**src/rtl/atm_pin_sender_if.sv**
```systemverilog
// ATM-side bus of the PIN sender: card/digit signals toward the ATM, verdict back.
interface atm_pin_sender_if #(
    parameter int unsigned DIGIT_BITS = 3
);
    logic                  cartao;
    logic                  entra;
    logic [DIGIT_BITS-1:0] cod;
    logic                  dinheiro;
    logic                  destroi;

    modport master (output cartao, output entra, output cod, input dinheiro, input destroi);
    modport slave  (input cartao, input entra, input cod, output dinheiro, output destroi);
endinterface

```
**src/rtl/atm_pin_sender.sv**
```systemverilog
// Card-side transmitter: inserts the card, sends a latched 3-digit PIN and waits
// for the ATM verdict, retrying up to MAX_TRIES times on a silent ATM.
module atm_pin_sender #(
    parameter int unsigned DIGIT_BITS  = 3,
    parameter int unsigned RESP_CYCLES = 8,
    parameter int unsigned MAX_TRIES   = 3
) (
    input  logic                  clk_2,
    input  logic                  reset,
    input  logic                  start,
    input  logic [DIGIT_BITS-1:0] pin1,
    input  logic [DIGIT_BITS-1:0] pin2,
    input  logic [DIGIT_BITS-1:0] pin3,
    atm_pin_sender_if.master      atm,
    output logic                  busy,
    output logic                  ok,
    output logic                  fail,
    output logic                  destroyed,
    output logic                  pin_err,
    output logic [1:0]            tries
);
    localparam int unsigned     CW       = (RESP_CYCLES > 1) ? $clog2(RESP_CYCLES) : 1;
    localparam logic [CW-1:0]   CNT_LAST = CW'(RESP_CYCLES - 1);
    localparam logic [1:0]      TRY_MAX  = 2'(MAX_TRIES);

    typedef enum logic [2:0] {IDLE, CARD, SEND, GAP, WAIT, DONE_OK, DONE_FAIL} state_t;

    state_t                state, state_n;
    logic [1:0]            idx_q, idx_n;
    logic [1:0]            tries_q, tries_n;
    logic [CW-1:0]         cnt_q, cnt_n;
    logic                  destroyed_q, destroyed_n;
    logic                  pin_err_q, pin_err_n;
    logic                  load_pins;
    logic [DIGIT_BITS-1:0] pin_q1, pin_q2, pin_q3;

    always_ff @(posedge clk_2 or posedge reset) begin
        if (reset) begin
            state       <= IDLE;
            idx_q       <= '0;
            tries_q     <= '0;
            cnt_q       <= '0;
            destroyed_q <= 1'b0;
            pin_err_q   <= 1'b0;
            pin_q1      <= '0;
            pin_q2      <= '0;
            pin_q3      <= '0;
        end else begin
            state       <= state_n;
            idx_q       <= idx_n;
            tries_q     <= tries_n;
            cnt_q       <= cnt_n;
            destroyed_q <= destroyed_n;
            pin_err_q   <= pin_err_n;
            if (load_pins) begin
                pin_q1 <= pin1;
                pin_q2 <= pin2;
                pin_q3 <= pin3;
            end
        end
    end

    always_comb begin
        state_n     = state;
        idx_n       = idx_q;
        tries_n     = tries_q;
        cnt_n       = cnt_q;
        destroyed_n = destroyed_q;
        pin_err_n   = pin_err_q;
        load_pins   = 1'b0;
        case (state)
            IDLE: begin
                idx_n       = '0;
                tries_n     = '0;
                destroyed_n = 1'b0;
                pin_err_n   = 1'b0;
                if (start) begin
                    load_pins = 1'b1;
                    // A zero digit can never be sent, so the card is never inserted.
                    if (pin1 == '0 || pin2 == '0 || pin3 == '0) begin
                        state_n   = DONE_FAIL;
                        pin_err_n = 1'b1;
                    end else begin
                        state_n = CARD;
                    end
                end
            end
            CARD: begin
                if (tries_q != TRY_MAX) tries_n = tries_q + 2'd1;
                idx_n   = '0;
                state_n = GAP;
            end
            GAP: begin
                if (idx_q < 2'd3) begin
                    state_n = SEND;
                end else begin
                    state_n = WAIT;
                    cnt_n   = '0;
                end
            end
            SEND: begin
                idx_n   = idx_q + 2'd1;
                state_n = GAP;
            end
            WAIT: begin
                if (atm.destroi) begin
                    state_n     = DONE_FAIL;
                    destroyed_n = 1'b1;
                end else if (atm.dinheiro) begin
                    state_n = DONE_OK;
                end else if (cnt_q == CNT_LAST) begin
                    state_n = (tries_q == TRY_MAX) ? DONE_FAIL : CARD;
                end else begin
                    cnt_n = cnt_q + CW'(1);
                end
            end
            DONE_OK, DONE_FAIL: begin
                if (!start) state_n = IDLE;
            end
            default: state_n = IDLE;
        endcase
    end

    always_comb begin
        atm.cartao = 1'b0;
        atm.entra  = 1'b0;
        atm.cod    = '0;
        busy       = 1'b0;
        ok         = 1'b0;
        fail       = 1'b0;
        destroyed  = 1'b0;
        pin_err    = 1'b0;
        tries      = '0;
        case (state)
            CARD, GAP, WAIT: begin
                atm.cartao = 1'b1;
                busy       = 1'b1;
                tries      = tries_q;
            end
            SEND: begin
                atm.cartao = 1'b1;
                atm.entra  = 1'b1;
                busy       = 1'b1;
                tries      = tries_q;
                case (idx_q)
                    2'd0:    atm.cod = pin_q1;
                    2'd1:    atm.cod = pin_q2;
                    default: atm.cod = pin_q3;
                endcase
            end
            DONE_OK: begin
                ok    = 1'b1;
                tries = tries_q;
            end
            DONE_FAIL: begin
                fail      = 1'b1;
                destroyed = destroyed_q;
                pin_err   = pin_err_q;
                tries     = tries_q;
            end
            default: ;
        endcase
    end
endmodule

```
**src/flat_wrapper.sv**
```systemverilog
// flat-port wrapper written by rule: the top's interface ports become plain ports
module atm_pin_sender_flat 
#(
    parameter int unsigned DIGIT_BITS  = 3,
    parameter int unsigned RESP_CYCLES = 8,
    parameter int unsigned MAX_TRIES   = 3
)
  (clk_2, reset, start, pin1, pin2, pin3, busy, ok, fail, destroyed, pin_err, tries, atm_cartao, atm_entra, atm_cod, atm_dinheiro, atm_destroi);
  atm_pin_sender_if #(.DIGIT_BITS(DIGIT_BITS)) atm_i ();
  input  logic clk_2;
  input  logic reset;
  input  logic start;
  input  logic [DIGIT_BITS-1:0] pin1;
  input  logic [DIGIT_BITS-1:0] pin2;
  input  logic [DIGIT_BITS-1:0] pin3;
  output logic busy;
  output logic ok;
  output logic fail;
  output logic destroyed;
  output logic pin_err;
  output logic [1:0] tries;
  output wire logic [$bits(atm_i.cartao)-1:0] atm_cartao;
  output wire logic [$bits(atm_i.entra)-1:0] atm_entra;
  output wire logic [$bits(atm_i.cod)-1:0] atm_cod;
  input wire logic [$bits(atm_i.dinheiro)-1:0] atm_dinheiro;
  input wire logic [$bits(atm_i.destroi)-1:0] atm_destroi;
  assign atm_cartao = atm_i.cartao;
  assign atm_entra = atm_i.entra;
  assign atm_cod = atm_i.cod;
  assign atm_i.dinheiro = atm_dinheiro;
  assign atm_i.destroi = atm_destroi;
  atm_pin_sender #(.DIGIT_BITS(DIGIT_BITS), .RESP_CYCLES(RESP_CYCLES), .MAX_TRIES(MAX_TRIES)) u_core (.clk_2(clk_2), .reset(reset), .start(start), .pin1(pin1), .pin2(pin2), .pin3(pin3), .atm(atm_i), .busy(busy), .ok(ok), .fail(fail), .destroyed(destroyed), .pin_err(pin_err), .tries(tries));
endmodule
```
**config.mk**
```make
export PLATFORM = sky130hd
export DESIGN_NAME = atm_pin_sender_flat
export DESIGN_NICKNAME = d
export VERILOG_FILES = /design/src/rtl/atm_pin_sender_if.sv /design/src/rtl/atm_pin_sender.sv /design/src/flat_wrapper.sv
export SDC_FILE = /design/constraint.sdc
export NUM_CORES = 1
export LEC_CHECK = 0
export ABC_CLOCK_PERIOD_IN_PS = 3800
export CORE_MARGIN = 4
export CORE_UTILIZATION = 53
export DETAILED_ROUTE_END_ITERATION = 12
export MAX_ROUTING_LAYER = met4
export PLACE_DENSITY = 0.82
export SYNTH_ARGS = -nofsm -noshare
export SYNTH_HDL_FRONTEND = slang
export SYNTH_SLANG_ARGS = --single-unit
```
**constraint.sdc**
```tcl
create_clock -name clk_2 -period 3.8 [get_ports clk_2]
set_input_delay 0.38 -clock clk_2 [delete_from_list [all_inputs] [get_ports clk_2]]
set_output_delay 0.38 -clock clk_2 [all_outputs]
set_load 0.005 [all_outputs]
```
==> impl_results.md <==
* Routed vias at 1082
* Core area at 2297 µm²
* Clock buffer depth at 2
* HP Class: flop to flop
* Worst Skew at 9.624 ps
* EDFF count, synth at 0
* CP required at 3420 ps
* Clock transition at the registers of the reported paths at 120 ps
* Fmax achieved at 371.4 MHz
* CP Launch Type: flop
* Mean post-synth cell area at 9.538 µm²
* Post-synth cell types at 37
* Top post-synthesis cells by area: dfrtp_1 (40%), ha_1 (9.5%), mux2_2 (6.8%)
* Nets at 187
* Fillers at 191
* Leakage power at 0.7168 nW
* Leading area contributor after synthesis: dfrtp_1
* Count leader, synth: dfrtp_1
* Row count at 17
* Post-CTS setup buffer count at 0
* Post-Layout Cell Count at 190
* Initial antenna violation count at 0
* Post-cts hold buffer count at 0
* P&R area growth vs syn at 21.01%
* CTS resizes at 0
* Num Clock Sinks at 21
* Fin crit share at 70.86%
* Clock root buffer: clkbuf_4
* CP arrival at 2310 ps
* Final ANT Viol Nets at 0
* ANT cells at 0
* Setup tns final at 0 ps
* DRT Wirelength at 2.860 mm
* Avg WL per Cell at 15.05 µm
* Largest net degree at the start of global routing at 22
* Crit path kind: flop to output pin
* First-pass GRT wire length at 4.802 mm
* I/O pin count at 26
* Max-slew violation count at 0
* CTS tree: built
* Initial Util at 57.30%
* Share of cells above drive strength 1 at 12.96%
* Worst-margin pin slew at 814.2 ps
* Synthesized cell area at 1316 µm²
* Die Y at 57.84 µm
* Slew Limit Headroom at 45.66%
* H-tree levels at 1
* Die Width at 57.84 µm
* GRT Total Usage at 18.88%
* Skew-Pair Late Insertion Delay at 300 ps
* TritonRoute pass-1 iters at 4
* DRC violations left at 0
* Top-area cell type share of the netlist area at 39.92%
* Synth top cells by count: dfrtp_1 (21), inv_1 (11), nand2_1 (11)
* Final hold viol count at 0
* GR Overflow Total at 0
* #FFs+latches synth at 21
* Seq/Total Area, Yosys at 39.92%
* Vias per Instance at 5.695
* Die area at 3345 µm²
* GP Congestion at 0.8441
* Worst setup EP type: output pin
* Peak supply drop at 0.5150 mV
* Yosys Warn Count at 0
* Vias in the first global route at 1135
* Pwr dens at 715.1 nW/µm²
* Minimum clock period at 2693 ps
* Inst Count DP at 186
* Status: completed
* Finish-stage setup viols at 0
* Port Buffers at 25
* DP HPWL at 2.222 mm
* Number of max-cap violations at 0
* Mapped Nets at 162
* 1st-iter DRT viols at 38
* Synth async-reset ratio at 100.0%
* Main synth FF type: dfrtp_1
* Crit-path max FO at 12
* Gate count after technology mapping at 138
* RSZ-0062 raised after global routing: no
* CTS buffer count at 3
==> stage by stage <==
stage | area, µm² | setup WS (ps) | power, mW | hold slack, ps | util [%]
6_report | 1593 | 1107 | 1.139 | 493.8 | 69.34
3_3_place_gp | 1567 | 1543 | 1.009 | 461.4 | 68.19
2_1_floorplan | 1316 | 2105 | 0.8391 | 356.5 | -
4_1_cts | 1593 | 1103 | 1.146 | 497.9 | 69.34
5_1_grt | 1593 | 850.2 | 1.243 | 538.0 | 69.34
3_5_place_dp | 1567 | 1447 | 1.037 | 471.2 | 68.19
==> state kept, by name, indices dropped and copies added (netlist names) <==
signal and cells:
u_core.pin_err_q 1, u_core.idx_q 2, u_core.state 3, u_core.cnt_q 3
u_core.pin_q1 3, u_core.destroyed_q 1, u_core.pin_q3 3, u_core.tries_q 2
u_core.pin_q2 3
==> worst paths after layout <==
path	startpoint	to	slack [ps]	depth (start not counted)
worst min register to register	u_core.pin_err_q	u_core.pin_err_q	490	2
worst min-delay path	u_core.pin_err_q	u_core.pin_err_q	490	2
worst max-delay path	u_core.state[0]	tries[0]	1110	6
min in group asynchronous	reset	u_core.tries_q[1]	520	2
worst max register to register	u_core.state[0]	u_core.state[0]	1900	5
max in group asynchronous	reset	u_core.state[2]	2770	2
==> logic make-up after synthesis <==
family,count (synthesis),share of synthesized area [%]
compound gates,34,17.40
fa+ha+maj,10,9.506
buf+inv,18,6.368
flops,21,39.92
mux,10,8.555
simple gates,45,18.25
==> metal layers <==
metal	share of wire (%)	GRT usage, %	wire length, µm	vias up
met5	0	-	0	-
met4	0.87	8.940	25	0
met3	6.2	2.895	178	4
met2	51	32.42	1450	33
met1	42	21.37	1206	515
li1	-	-	-	530
==> worst max-delay path: stages (launching register included) <==
cell and delay [ps]:
dfrtp_1 430, inv_1 90, ha_1 420, nand2_1 230, and2_1 220, nor2b_1 110
clkdlybuf4s50_1 510
==> power breakdown <==
part           switching, mW  internal [mW]  total (mW)  leakage, nW
combinational          0.315          0.321       0.637        0.440
clock                 0.0649         0.0409       0.106       0.0150
sequential            0.0760          0.321       0.397        0.262
==> placed cells by master, fill, tap and decap left out, types with 2 or more instances in the layout <==
cell / count
clkdlybuf4s50_1: 25
dfrtp_1: 21
nand2_1: 11
inv_1: 11
nor2_1: 10
a21oi_1: 10
ha_1: 10
o21ai_0: 8
mux2_2: 8
nor3_1: 7
a22oi_1: 4
nor2b_1: 3
o211ai_2: 3
clkbuf_4: 3
inv_2: 2
mux2_1: 2
o22ai_1: 2
and2_1: 2
and3_1: 2
nand4_1: 2
==> cell type report <==
type / count / area (µm²) / area share (%)
clock buffer: 4 / 26.28 / 1.650
multi-input combinational: 99 / 706.9 / 44.38
inverter: 13 / 48.80 / 3.064
tap: 28 / 35.03 / 2.200
timing repair buffer: 25 / 250.2 / 15.71
sequential: 21 / 525.5 / 32.99
Power figures use the tool's default switching activity.
